[config.mk]
export PLATFORM = sky130hd
export DESIGN_NAME = id_control_stage_flat
export DESIGN_NICKNAME = d
export VERILOG_FILES = /design/src/rtl/id_control_stage_if.sv /design/src/rtl/id_control_stage.sv /design/src/flat_wrapper.sv
export SDC_FILE = /design/constraint.sdc
export NUM_CORES = 1
export LEC_CHECK = 0
export BUFFER_PORTS_ARGS = -buffer_cell sky130_fd_sc_hd__buf_2
export CORE_MARGIN = 2
export CORE_UTILIZATION = 49
export DETAILED_ROUTE_END_ITERATION = 16
export PLACE_DENSITY_LB_ADDON = 0.12
export SYNTH_ARGS = -nofsm -noshare
export SYNTH_HDL_FRONTEND = slang
export SYNTH_SLANG_ARGS = --single-unit
[constraint.sdc]
create_clock -name i_clk -period 2 [get_ports i_clk]
set_input_delay 0.1 -clock i_clk [delete_from_list [all_inputs] [get_ports i_clk]]
set_output_delay 0.1 -clock i_clk [all_outputs]
set_load 0.005 [all_outputs]
[src/rtl/id_control_stage_if.sv]
// Handshake and decoded-field bundle between the IF/ID register, the decode stage and EX.
interface id_control_stage_if #(
  parameter int INSTR_W      = 32,
  parameter int REG_ADDR_W   = 5,
  parameter int CONTROL_SIZE = 20,
  parameter int STALL_CNT_W  = 16
);
  logic [INSTR_W-1:0]      i_instr;
  logic                    i_valid;
  logic                    o_ready;
  logic                    i_ex_ready;
  logic                    i_flush;
  logic [CONTROL_SIZE-1:0] o_control;
  logic [REG_ADDR_W-1:0]   o_rs;
  logic [REG_ADDR_W-1:0]   o_rt;
  logic [REG_ADDR_W-1:0]   o_rd;
  logic [15:0]             o_imm;
  logic                    o_valid;
  logic                    o_bubble;
  logic                    o_halted;
  logic                    o_illegal;
  logic [STALL_CNT_W-1:0]  o_stall_count;

  modport master (
    output i_instr, i_valid, i_ex_ready, i_flush,
    input  o_ready, o_control, o_rs, o_rt, o_rd, o_imm,
           o_valid, o_bubble, o_halted, o_illegal, o_stall_count
  );

  modport slave (
    input  i_instr, i_valid, i_ex_ready, i_flush,
    output o_ready, o_control, o_rs, o_rt, o_rd, o_imm,
           o_valid, o_bubble, o_halted, o_illegal, o_stall_count
  );
endinterface

[src/rtl/id_control_stage.sv]
// Registered MIPS decode stage: one instruction per cycle, 1-cycle latency, valid/ready toward EX.
// Optional load-use bubble insertion is enabled by defining LOAD_USE_STALL_EN.
module id_control_stage #(
  parameter int INSTR_W      = 32,
  parameter int REG_ADDR_W   = 5,
  parameter int CONTROL_SIZE = 20,
  parameter int STALL_CNT_W  = 16
) (
  input logic          i_clk,
  input logic          i_rst_n,
  id_control_stage_if.slave bus
);

  localparam int C_REG_WRITE = 0;
  localparam int C_BRANCH    = 1;
  localparam int C_UNSIGNED  = 2;
  localparam int C_MEM_READ  = 3;
  localparam int C_MEM_WRITE = 4;
  localparam int C_REG_DST   = 7;
  localparam int C_SRC_A     = 8;
  localparam int C_SRC_B     = 9;
  localparam int C_MEM_2_REG = 13;
  localparam int C_J_RET_DST = 14;
  localparam int C_EQ_OR_NE  = 15;
  localparam int C_JUMP_SRC  = 16;
  localparam int C_JUMP_OR_B = 17;

  localparam logic [2:0] ALU_ADD   = 3'b000;
  localparam logic [2:0] ALU_SUB   = 3'b001;
  localparam logic [2:0] ALU_AND   = 3'b010;
  localparam logic [2:0] ALU_OR    = 3'b011;
  localparam logic [2:0] ALU_XOR   = 3'b100;
  localparam logic [2:0] ALU_LUI   = 3'b101;
  localparam logic [2:0] ALU_SLT   = 3'b110;
  localparam logic [2:0] ALU_RTYPE = 3'b111;

  localparam logic [1:0] SZ_BYTE = 2'b00;
  localparam logic [1:0] SZ_HALF = 2'b01;
  localparam logic [1:0] SZ_WORD = 2'b11;

  typedef enum logic {S_RUN, S_HALT} state_t;

  state_t state_q, state_d;
  logic   run;

  logic [5:0]            op;
  logic [5:0]            funct;
  logic [REG_ADDR_W-1:0] in_rs;
  logic [REG_ADDR_W-1:0] in_rt;
  logic [REG_ADDR_W-1:0] in_rd;

  logic [19:0] dec_ctrl;
  logic        dec_illegal;
  logic        dec_halt;

  logic                  valid_q;
  logic [19:0]           ctrl_q;
  logic [REG_ADDR_W-1:0] rs_q;
  logic [REG_ADDR_W-1:0] rt_q;
  logic [REG_ADDR_W-1:0] rd_q;
  logic [15:0]           imm_q;
  logic                  illegal_q;

  logic advance;
  logic hazard;
  logic ready;
  logic accept;
  logic bubble_load;

  assign op    = bus.i_instr[31:26];
  assign funct = bus.i_instr[5:0];
  assign in_rs = REG_ADDR_W'(bus.i_instr[25:21]);
  assign in_rt = REG_ADDR_W'(bus.i_instr[20:16]);
  assign in_rd = REG_ADDR_W'(bus.i_instr[15:11]);

  always_comb begin
    dec_ctrl    = '0;
    dec_illegal = 1'b0;
    dec_halt    = 1'b0;
    case (op)
      6'b000000: begin
        dec_ctrl[C_REG_WRITE] = 1'b1;
        dec_ctrl[C_REG_DST]   = 1'b1;
        dec_ctrl[12:10]       = ALU_RTYPE;
        case (funct)
          6'b000000, 6'b000010, 6'b000011: dec_ctrl[C_SRC_A] = 1'b1;
          6'b100001, 6'b100011, 6'b101011: dec_ctrl[C_UNSIGNED] = 1'b1;
          6'b000100, 6'b000110, 6'b000111,
          6'b100100, 6'b100101, 6'b100110, 6'b100111, 6'b101010: begin
          end
          6'b001000: begin
            dec_ctrl              = '0;
            dec_ctrl[C_JUMP_OR_B] = 1'b1;
          end
          6'b001001: begin
            dec_ctrl              = '0;
            dec_ctrl[C_JUMP_OR_B] = 1'b1;
            dec_ctrl[C_REG_WRITE] = 1'b1;
            dec_ctrl[C_REG_DST]   = 1'b1;
            dec_ctrl[C_J_RET_DST] = 1'b1;
          end
          default: begin
            dec_ctrl    = '0;
            dec_illegal = 1'b1;
          end
        endcase
      end
      // Loads: op[1:0] encodes the access size, op[2] the zero-extending variants.
      6'b100000, 6'b100001, 6'b100011, 6'b100100, 6'b100101, 6'b100111: begin
        dec_ctrl[C_REG_WRITE] = 1'b1;
        dec_ctrl[C_MEM_READ]  = 1'b1;
        dec_ctrl[C_MEM_2_REG] = 1'b1;
        dec_ctrl[C_SRC_B]     = 1'b1;
        dec_ctrl[12:10]       = ALU_ADD;
        dec_ctrl[C_UNSIGNED]  = op[2];
        case (op[1:0])
          2'b00:   dec_ctrl[19:18] = SZ_BYTE;
          2'b01:   dec_ctrl[19:18] = SZ_HALF;
          default: dec_ctrl[19:18] = SZ_WORD;
        endcase
      end
      6'b101000, 6'b101001, 6'b101011: begin
        dec_ctrl[C_MEM_WRITE] = 1'b1;
        dec_ctrl[C_SRC_B]     = 1'b1;
        dec_ctrl[12:10]       = ALU_ADD;
        case (op[1:0])
          2'b00:   dec_ctrl[19:18] = SZ_BYTE;
          2'b01:   dec_ctrl[19:18] = SZ_HALF;
          default: dec_ctrl[19:18] = SZ_WORD;
        endcase
      end
      6'b001000, 6'b001001: begin
        dec_ctrl[C_REG_WRITE] = 1'b1;
        dec_ctrl[C_SRC_B]     = 1'b1;
        dec_ctrl[12:10]       = ALU_ADD;
        dec_ctrl[C_UNSIGNED]  = op[0];
      end
      6'b001010, 6'b001011: begin
        dec_ctrl[C_REG_WRITE] = 1'b1;
        dec_ctrl[C_SRC_B]     = 1'b1;
        dec_ctrl[12:10]       = ALU_SLT;
        dec_ctrl[C_UNSIGNED]  = op[0];
      end
      6'b001100, 6'b001101, 6'b001110: begin
        dec_ctrl[C_REG_WRITE] = 1'b1;
        dec_ctrl[C_SRC_B]     = 1'b1;
        dec_ctrl[C_UNSIGNED]  = 1'b1;
        case (op[1:0])
          2'b00:   dec_ctrl[12:10] = ALU_AND;
          2'b01:   dec_ctrl[12:10] = ALU_OR;
          default: dec_ctrl[12:10] = ALU_XOR;
        endcase
      end
      6'b001111: begin
        dec_ctrl[C_REG_WRITE] = 1'b1;
        dec_ctrl[C_SRC_B]     = 1'b1;
        dec_ctrl[12:10]       = ALU_LUI;
      end
      6'b000100, 6'b000101: begin
        dec_ctrl[C_BRANCH]   = 1'b1;
        dec_ctrl[C_EQ_OR_NE] = ~op[0];
        dec_ctrl[12:10]      = ALU_SUB;
      end
      6'b000010, 6'b000011: begin
        dec_ctrl[C_JUMP_OR_B] = 1'b1;
        dec_ctrl[C_JUMP_SRC]  = 1'b1;
        dec_ctrl[C_REG_WRITE] = op[0];
        dec_ctrl[C_J_RET_DST] = op[0];
      end
      6'b111111: dec_halt = 1'b1;
      default:   dec_illegal = 1'b1;
    endcase
  end

  assign advance = !valid_q || bus.i_ex_ready;

`ifdef LOAD_USE_STALL_EN
  assign hazard = valid_q && ctrl_q[C_MEM_READ] && (rt_q != '0) &&
                  ((rt_q == in_rs) || (rt_q == in_rt));
`else
  assign hazard = 1'b0;
`endif

  assign ready       = run && advance && !hazard && !bus.i_flush;
  assign accept      = ready && bus.i_valid;
  assign bubble_load = run && bus.i_valid && advance && hazard && !bus.i_flush;

  always_ff @(posedge i_clk or negedge i_rst_n) begin
    if (!i_rst_n) begin
      state_q <= S_RUN;
    end else begin
      state_q <= state_d;
    end
  end

  // HALT is only left through reset; a flushed HALT never reaches accept.
  always_comb begin
    state_d = state_q;
    run     = 1'b0;
    case (state_q)
      S_RUN: begin
        run = 1'b1;
        if (accept && dec_halt) state_d = S_HALT;
      end
      default: state_d = S_HALT;
    endcase
  end

  always_ff @(posedge i_clk or negedge i_rst_n) begin
    if (!i_rst_n) begin
      valid_q <= 1'b0;
      ctrl_q  <= '0;
      rs_q    <= '0;
      rt_q    <= '0;
      rd_q    <= '0;
      imm_q   <= '0;
    end else if (bus.i_flush) begin
      valid_q <= 1'b0;
      ctrl_q  <= '0;
      rs_q    <= '0;
      rt_q    <= '0;
      rd_q    <= '0;
      imm_q   <= '0;
    end else if (advance) begin
      if (accept) begin
        valid_q <= 1'b1;
        ctrl_q  <= dec_ctrl;
        rs_q    <= in_rs;
        rt_q    <= in_rt;
        rd_q    <= in_rd;
        imm_q   <= bus.i_instr[15:0];
      end else begin
        valid_q <= bubble_load;
        ctrl_q  <= '0;
        rs_q    <= '0;
        rt_q    <= '0;
        rd_q    <= '0;
        imm_q   <= '0;
      end
    end
  end

  always_ff @(posedge i_clk or negedge i_rst_n) begin
    if (!i_rst_n) begin
      illegal_q <= 1'b0;
    end else if (accept && dec_illegal) begin
      illegal_q <= 1'b1;
    end
  end

`ifdef LOAD_USE_STALL_EN
  logic                   bubble_q;
  logic [STALL_CNT_W-1:0] stall_cnt_q;

  always_ff @(posedge i_clk or negedge i_rst_n) begin
    if (!i_rst_n) begin
      bubble_q    <= 1'b0;
      stall_cnt_q <= '0;
    end else begin
      if (bus.i_flush) begin
        bubble_q <= 1'b0;
      end else if (advance) begin
        bubble_q <= bubble_load;
      end
      if (bubble_load && (stall_cnt_q != '1)) begin
        stall_cnt_q <= stall_cnt_q + 1'b1;
      end
    end
  end

  assign bus.o_bubble      = bubble_q;
  assign bus.o_stall_count = stall_cnt_q;
`else
  assign bus.o_bubble      = 1'b0;
  assign bus.o_stall_count = '0;
`endif

  assign bus.o_ready   = ready;
  assign bus.o_valid   = valid_q;
  assign bus.o_control = CONTROL_SIZE'(ctrl_q);
  assign bus.o_rs      = rs_q;
  assign bus.o_rt      = rt_q;
  assign bus.o_rd      = rd_q;
  assign bus.o_imm     = imm_q;
  assign bus.o_halted  = (state_q == S_HALT);
  assign bus.o_illegal = illegal_q;

endmodule

[src/flat_wrapper.sv]
// flat-port wrapper written by rule: the top's interface ports become plain ports
module id_control_stage_flat 
#(
  parameter int INSTR_W      = 32,
  parameter int REG_ADDR_W   = 5,
  parameter int CONTROL_SIZE = 20,
  parameter int STALL_CNT_W  = 16
)
  (i_clk, i_rst_n, bus_i_instr, bus_i_valid, bus_i_ex_ready, bus_i_flush, bus_o_ready, bus_o_control, bus_o_rs, bus_o_rt, bus_o_rd, bus_o_imm, bus_o_valid, bus_o_bubble, bus_o_halted, bus_o_illegal, bus_o_stall_count);
  id_control_stage_if #(.INSTR_W(INSTR_W), .REG_ADDR_W(REG_ADDR_W), .CONTROL_SIZE(CONTROL_SIZE), .STALL_CNT_W(STALL_CNT_W)) bus_i ();
  input logic i_clk;
  input logic i_rst_n;
  input wire logic [$bits(bus_i.i_instr)-1:0] bus_i_instr;
  input wire logic [$bits(bus_i.i_valid)-1:0] bus_i_valid;
  input wire logic [$bits(bus_i.i_ex_ready)-1:0] bus_i_ex_ready;
  input wire logic [$bits(bus_i.i_flush)-1:0] bus_i_flush;
  output wire logic [$bits(bus_i.o_ready)-1:0] bus_o_ready;
  output wire logic [$bits(bus_i.o_control)-1:0] bus_o_control;
  output wire logic [$bits(bus_i.o_rs)-1:0] bus_o_rs;
  output wire logic [$bits(bus_i.o_rt)-1:0] bus_o_rt;
  output wire logic [$bits(bus_i.o_rd)-1:0] bus_o_rd;
  output wire logic [$bits(bus_i.o_imm)-1:0] bus_o_imm;
  output wire logic [$bits(bus_i.o_valid)-1:0] bus_o_valid;
  output wire logic [$bits(bus_i.o_bubble)-1:0] bus_o_bubble;
  output wire logic [$bits(bus_i.o_halted)-1:0] bus_o_halted;
  output wire logic [$bits(bus_i.o_illegal)-1:0] bus_o_illegal;
  output wire logic [$bits(bus_i.o_stall_count)-1:0] bus_o_stall_count;
  assign bus_i.i_instr = bus_i_instr;
  assign bus_i.i_valid = bus_i_valid;
  assign bus_i.i_ex_ready = bus_i_ex_ready;
  assign bus_i.i_flush = bus_i_flush;
  assign bus_o_ready = bus_i.o_ready;
  assign bus_o_control = bus_i.o_control;
  assign bus_o_rs = bus_i.o_rs;
  assign bus_o_rt = bus_i.o_rt;
  assign bus_o_rd = bus_i.o_rd;
  assign bus_o_imm = bus_i.o_imm;
  assign bus_o_valid = bus_i.o_valid;
  assign bus_o_bubble = bus_i.o_bubble;
  assign bus_o_halted = bus_i.o_halted;
  assign bus_o_illegal = bus_i.o_illegal;
  assign bus_o_stall_count = bus_i.o_stall_count;
  id_control_stage #(.INSTR_W(INSTR_W), .REG_ADDR_W(REG_ADDR_W), .CONTROL_SIZE(CONTROL_SIZE), .STALL_CNT_W(STALL_CNT_W)) u_core (.i_clk(i_clk), .i_rst_n(i_rst_n), .bus(bus_i));
endmodule
# After elaboration in Yosys (flattened, before gate mapping)
# Cells that the tools add are included.
# classes
n_mux	44
eq_ne	38
n_reduce_logical	28
n_bitwise	1
# op_table
op	count
$eq 6x6->1 const B	18
$eq 6x4->1 const B	10
$mux 20	3
$mux 5	10
$mux 16	3
$eq 6x3->1 const B	5
$reduce_or 14->1	2
$pmux 9 s3	1
$eq 6x2->1 const B	4
$reduce_or 22->1	1
$reduce_or 17->1	1
$pmux 1 s2	8
$reduce_or 16->1	1
$pmux 3 s5	1
$reduce_or 15->1	1
$logic_not 6->1	2
$pmux 2 s2	3
$reduce_or 3->1	4
$mux 1	11
$reduce_or 9->1	1
$pmux 3 s2	1
$reduce_or 2->1	3
$reduce_or 6->1	1
$logic_and 1x1->1	5
other kinds (10)	11
# word_totals
input_bits	37
regBits	54
wordCells	119
out_inout_bits	72

# Longest topological paths before layout
# logic_depth
ltp_word	8
depth_mapped	7

# Least setup slack after synthesis
# No wires, ideal clock.
# synth_path
path_type	flip-flop to flip-flop
start	reg u_core.valid_q (netlist: u_core.bus.o_valid)
end	reg u_core.rd_q[4] (netlist: u_core.bus.o_rd[4])
stages_incl_launch_ff	6
path_slack_ps	708
t_required_ps	1879
t_arrival_ps	1171
n_path_buf	2
period_less_slack_ps	1292
path_cell_list	dfrtp_1 nand2b_1 and3_1 buf_2 buf_2 a22o_1
# synth_via
elab_chain_cells	8
elab_cells_between_ends	9
cone_classes	3 x mux; 6 x reduce/logical
# synth_rtl
item	line	text
from (decl)	id_control_stage.sv:56	logic valid_q;
from (signal assigned)	id_control_stage.sv:233	valid_q <= bubble_load;
$logic_not 1->1 (*)	id_control_stage.sv:175	assign advance = !valid_q || bus.i_ex_ready;
$logic_or 1x1->1 (*)	id_control_stage.sv:175	
$logic_and 1x1->1 (2 in series)	id_control_stage.sv:184	assign ready = run && advance && !hazard && !bus.i_flush;
$logic_and 1x1->1	id_control_stage.sv:185	assign accept = ready && bus.i_valid;
$mux 5	id_control_stage.sv:225	if (accept) begin
$mux 5	id_control_stage.sv:224	end else if (advance) begin
$mux 5	id_control_stage.sv:217	end else if (bus.i_flush) begin
to (signal assigned)	id_control_stage.sv:230	rd_q <= in_rd;
to (decl)	id_control_stage.sv:60	logic [REG_ADDR_W-1:0] rd_q;
# Every way passes the cells marked *; elsewhere a longest branch is shown, timed or not. The select of a mux whose other input is x is not followed.
# A chain may end at the register's enable or synchronous reset.

# Worst setup path in the final report
# layout_path
start	reg u_core.valid_q (netlist: u_core.bus.o_valid)
end	reg u_core.ctrl_q[19] (netlist: u_core.bus.o_control[19])
# layout_via
elab_chain_cells	8
elab_cells_between_ends	9
cone_classes	3 x mux; 6 x reduce/logical
# layout_rtl
item	line	text
$logic_not 1->1 (*)	id_control_stage.sv:175	
$logic_or 1x1->1 (*)	id_control_stage.sv:175	
$logic_and 1x1->1 (2 in series)	id_control_stage.sv:184	
$logic_and 1x1->1	id_control_stage.sv:185	
$mux 20	id_control_stage.sv:225	
$mux 20	id_control_stage.sv:224	
$mux 20	id_control_stage.sv:217	
to (signal assigned)	id_control_stage.sv:227	ctrl_q <= dec_ctrl;
to (decl)	id_control_stage.sv:57	logic [19:0] ctrl_q;
# Marked as above.

==> impl_metrics.env <==
export IMPL_status="complete, no violations"
export IMPL_slew_violations=0
export IMPL_critPathArrivalTime_ns=1.71
export IMPL_holdBufCountCts=1
export IMPL_rows=24
export IMPL_drt_iter0_drc=90
export IMPL_holdWs_ns=0.0192
export IMPL_use_met3_pct=4.64
export IMPL_yosysTopAreaCell="dfrtp_1"
export IMPL_layout_min_cycle_time_ns=1.49
export IMPL_crit_chain="nand2b_1 > nand3_2 > nor3_1 > nand2_1 > o21ai_0"
export IMPL_cts_repair_resized=0
export IMPL_via_count=1863
export IMPL_htreeDepth=2
export IMPL_path_clk_slew_ns=0.09
export IMPL_cap_violations=0
export IMPL_fmaxAchievable_mhz=670
export IMPL_hp_class="in2reg"
export IMPL_synth_seq_cells=46
export IMPL_numCtsBuffers=5
export IMPL_cp_start_kind="flop"
export IMPL_cts_tree="done"
export IMPL_syn_area_um2=2250
export IMPL_detail_route_antenna_nets=0
export IMPL_core_um2=4380
export IMPL_drive_gt1_share_pct=39.4
export IMPL_ys_flop_type="dfrtp_1"
export IMPL_syn2layout_area_growth_pct=20.8
export IMPL_power_leakage_uw=0.00144
export IMPL_ys_types=43
export IMPL_yosys_warnings=0
export IMPL_yosysSeqAreaShare_pct=51.1
export IMPL_grt_pass1_wl_um=8090
export IMPL_drtPass1Iterations=5
export IMPL_use_met1_pct=29.9
export IMPL_clock_latency_ns=0.30
export IMPL_min_period_over_period_pct=74.6
export IMPL_slowest_delay_ns=0.38
export IMPL_drc_errors=0
export IMPL_place_hpwl_um=3720
export IMPL_nets=333
export IMPL_grt_max_degree=36
export IMPL_finClkSkew_ns=0.00586
export IMPL_place_congestion=0.834
export IMPL_crit_required_ns=2.21
export IMPL_synth_avg_cell_area_um2=10.6
export IMPL_synth_most_common_cell="dfrtp_1"
export IMPL_clockBufferDepth=2
export IMPL_antenna_found_initial=0
export IMPL_grt_util_met2_pct=29.5
export IMPL_grt_pass1_vias=1652
export IMPL_setup_viol=0
export IMPL_grt_use_total_pct=20.4
export IMPL_synth_top_area_share_pct=51.1
export IMPL_globalRouteOverflowTotal=0
export IMPL_viasPerCell=5.34
export IMPL_tightestPinTransition_ns=0.759
export IMPL_n_antenna_cell=0
export IMPL_chipHeight_um=71.8
export IMPL_path_class="reg2reg"
export IMPL_postCtsSetupBuffers=0
export IMPL_synthTopCellsByArea="dfrtp_1 (51%), a22o_1 (10%), buf_4 (9.0%)"
export IMPL_fp_dieArea_um2=5160
export IMPL_io_buffer_count=89
export IMPL_power_uw=1800
export IMPL_peakVddDrop_mv=0.261
export IMPL_top_usage_layer="met1"
export IMPL_wl_per_cell_um=14.7
export IMPL_cts_sinks=46
export IMPL_die_x_um=71.8
export IMPL_initial_core_util_pct=51.4
export IMPL_synthTopCellsByCount="dfrtp_1 (46), a22o_1 (27), buf_4 (27)"
export IMPL_end_kind="flop"
export IMPL_fin_tns_setup_ns=0
export IMPL_cp_max_fo=7
export IMPL_async_flop_share_pct=100
export IMPL_rsz0062_at_grt="false"
export IMPL_synth_edf_count=0
export IMPL_crit_slowest_cell="dfrtp_1"
export IMPL_hold_violations=0
export IMPL_power_density_nw_per_um2=662
export IMPL_io_pins=109
export IMPL_routed_wl_um=5140
export IMPL_cts_root_buf="clkbuf_8"
export IMPL_slew_headroom_pct=49.4
export IMPL_postSynthCellCount=212
## cells in the final DEF (no fill, tap or decap), drive strengths merged, types with 2 or more instances in the layout
| cell type | Yosys | routed |
|---|---|---|
| buf | 37 | 95 |
| and3 | 3 | 3 |
| a221oi | 2 | 2 |
| nand3b | 2 | 2 |
| o21ai | 17 | 17 |
| nor2 | 10 | 10 |
| a21oi | 4 | 4 |
| nand3 | 2 | 2 |
| a22o | 27 | 27 |
| dfrtp | 46 | 46 |
| a21o | 2 | 2 |
| nand2b | 6 | 6 |
| nor3 | 7 | 7 |
| o31ai | 3 | 3 |
| nand2 | 21 | 21 |
| clkinv | 0 | 2 |
| inv | 3 | 3 |
| a32oi | 4 | 4 |
| conb | 1 | 19 |
| clkbuf | 0 | 6 |
## state kept, by name (all words and copies together) (netlist names)
| signal | cells |
|---|---|
| u_core.bus.o_rs | 5 |
| u_core.bus.o_illegal | 1 |
| u_core.bus.o_halted | 1 |
| u_core.bus.o_rd | 1 |
| u_core.bus.o_imm | 15 |
| u_core.bus.o_rt | 5 |
| u_core.bus.o_valid | 1 |
| u_core.bus.o_control | 17 |
## worst paths after layout
kind                                            endpoint  slack, ns                startpoint  cells after the start
worst max register to register  u_core.bus.o_control[19]       0.51        u_core.bus.o_valid                      5
min in group asynchronous             u_core.bus.o_rt[1]       0.40                   i_rst_n                      2
worst min register to register  u_core.bus.o_control[18]       0.48  u_core.bus.o_control[18]                      2
worst max-delay path            u_core.bus.o_control[19]       0.51        u_core.bus.o_valid                      5
worst min-delay path                  u_core.bus.o_rd[4]       0.02           bus_i_instr[15]                      2
max in group asynchronous        u_core.bus.o_control[4]       0.99                   i_rst_n                      3
## stage by stage
stage | utilization, % | instances | cell area (um^2) | worst slack (ns)
floorplan | - | 230 | 2320 | 0.708
global placement | 59.9 | 340 | 2630 | 0.584
detailed placement | 59.9 | 340 | 2630 | 0.524
CTS | 62.1 | 349 | 2720 | 0.491
global route | 62.1 | 349 | 2720 | 0.297
finish | 62.1 | 349 | 2720 | 0.508
## per-layer routing
metal	part of all wire [%]	vias to the layer above
li1	-	892
met1	47	887
met2	45	80
met3	6.7	4
met4	1.1	0
met5	0	-
## report_power, final
group	switching (uW)	internal, uW
registers	18.0	961
clock network	313	247
logic	150	112
## critical path, delay by kind of cell, from the launching register on
family | cells | cell delay [ns]
DFF | 1 | 0.38
AOI/OAI and AO/OA | 1 | 0.16
and+or+nand+nor | 4 | 0.86
## kinds of logic after synthesis
group / share of synthesized area [%]
AO/OA/AOI/OAI: 23.1
AND/OR/NAND/NOR: 13.2
flip-flops: 51.1
buffers and inverters: 11.7
XOR/XNOR: 0.777
other: 0.166
## final cells by class
class,instances,area [um^2]
fillers,418,1660
repair buffers,96,500
well taps,52,65.1
clock inverters,2,13.8
flip-flops and latches,46,1150
multi-input cells,144,910
inverters,3,11.3
clock buffers,6,72.6
(Power assumes the default switching activity.)
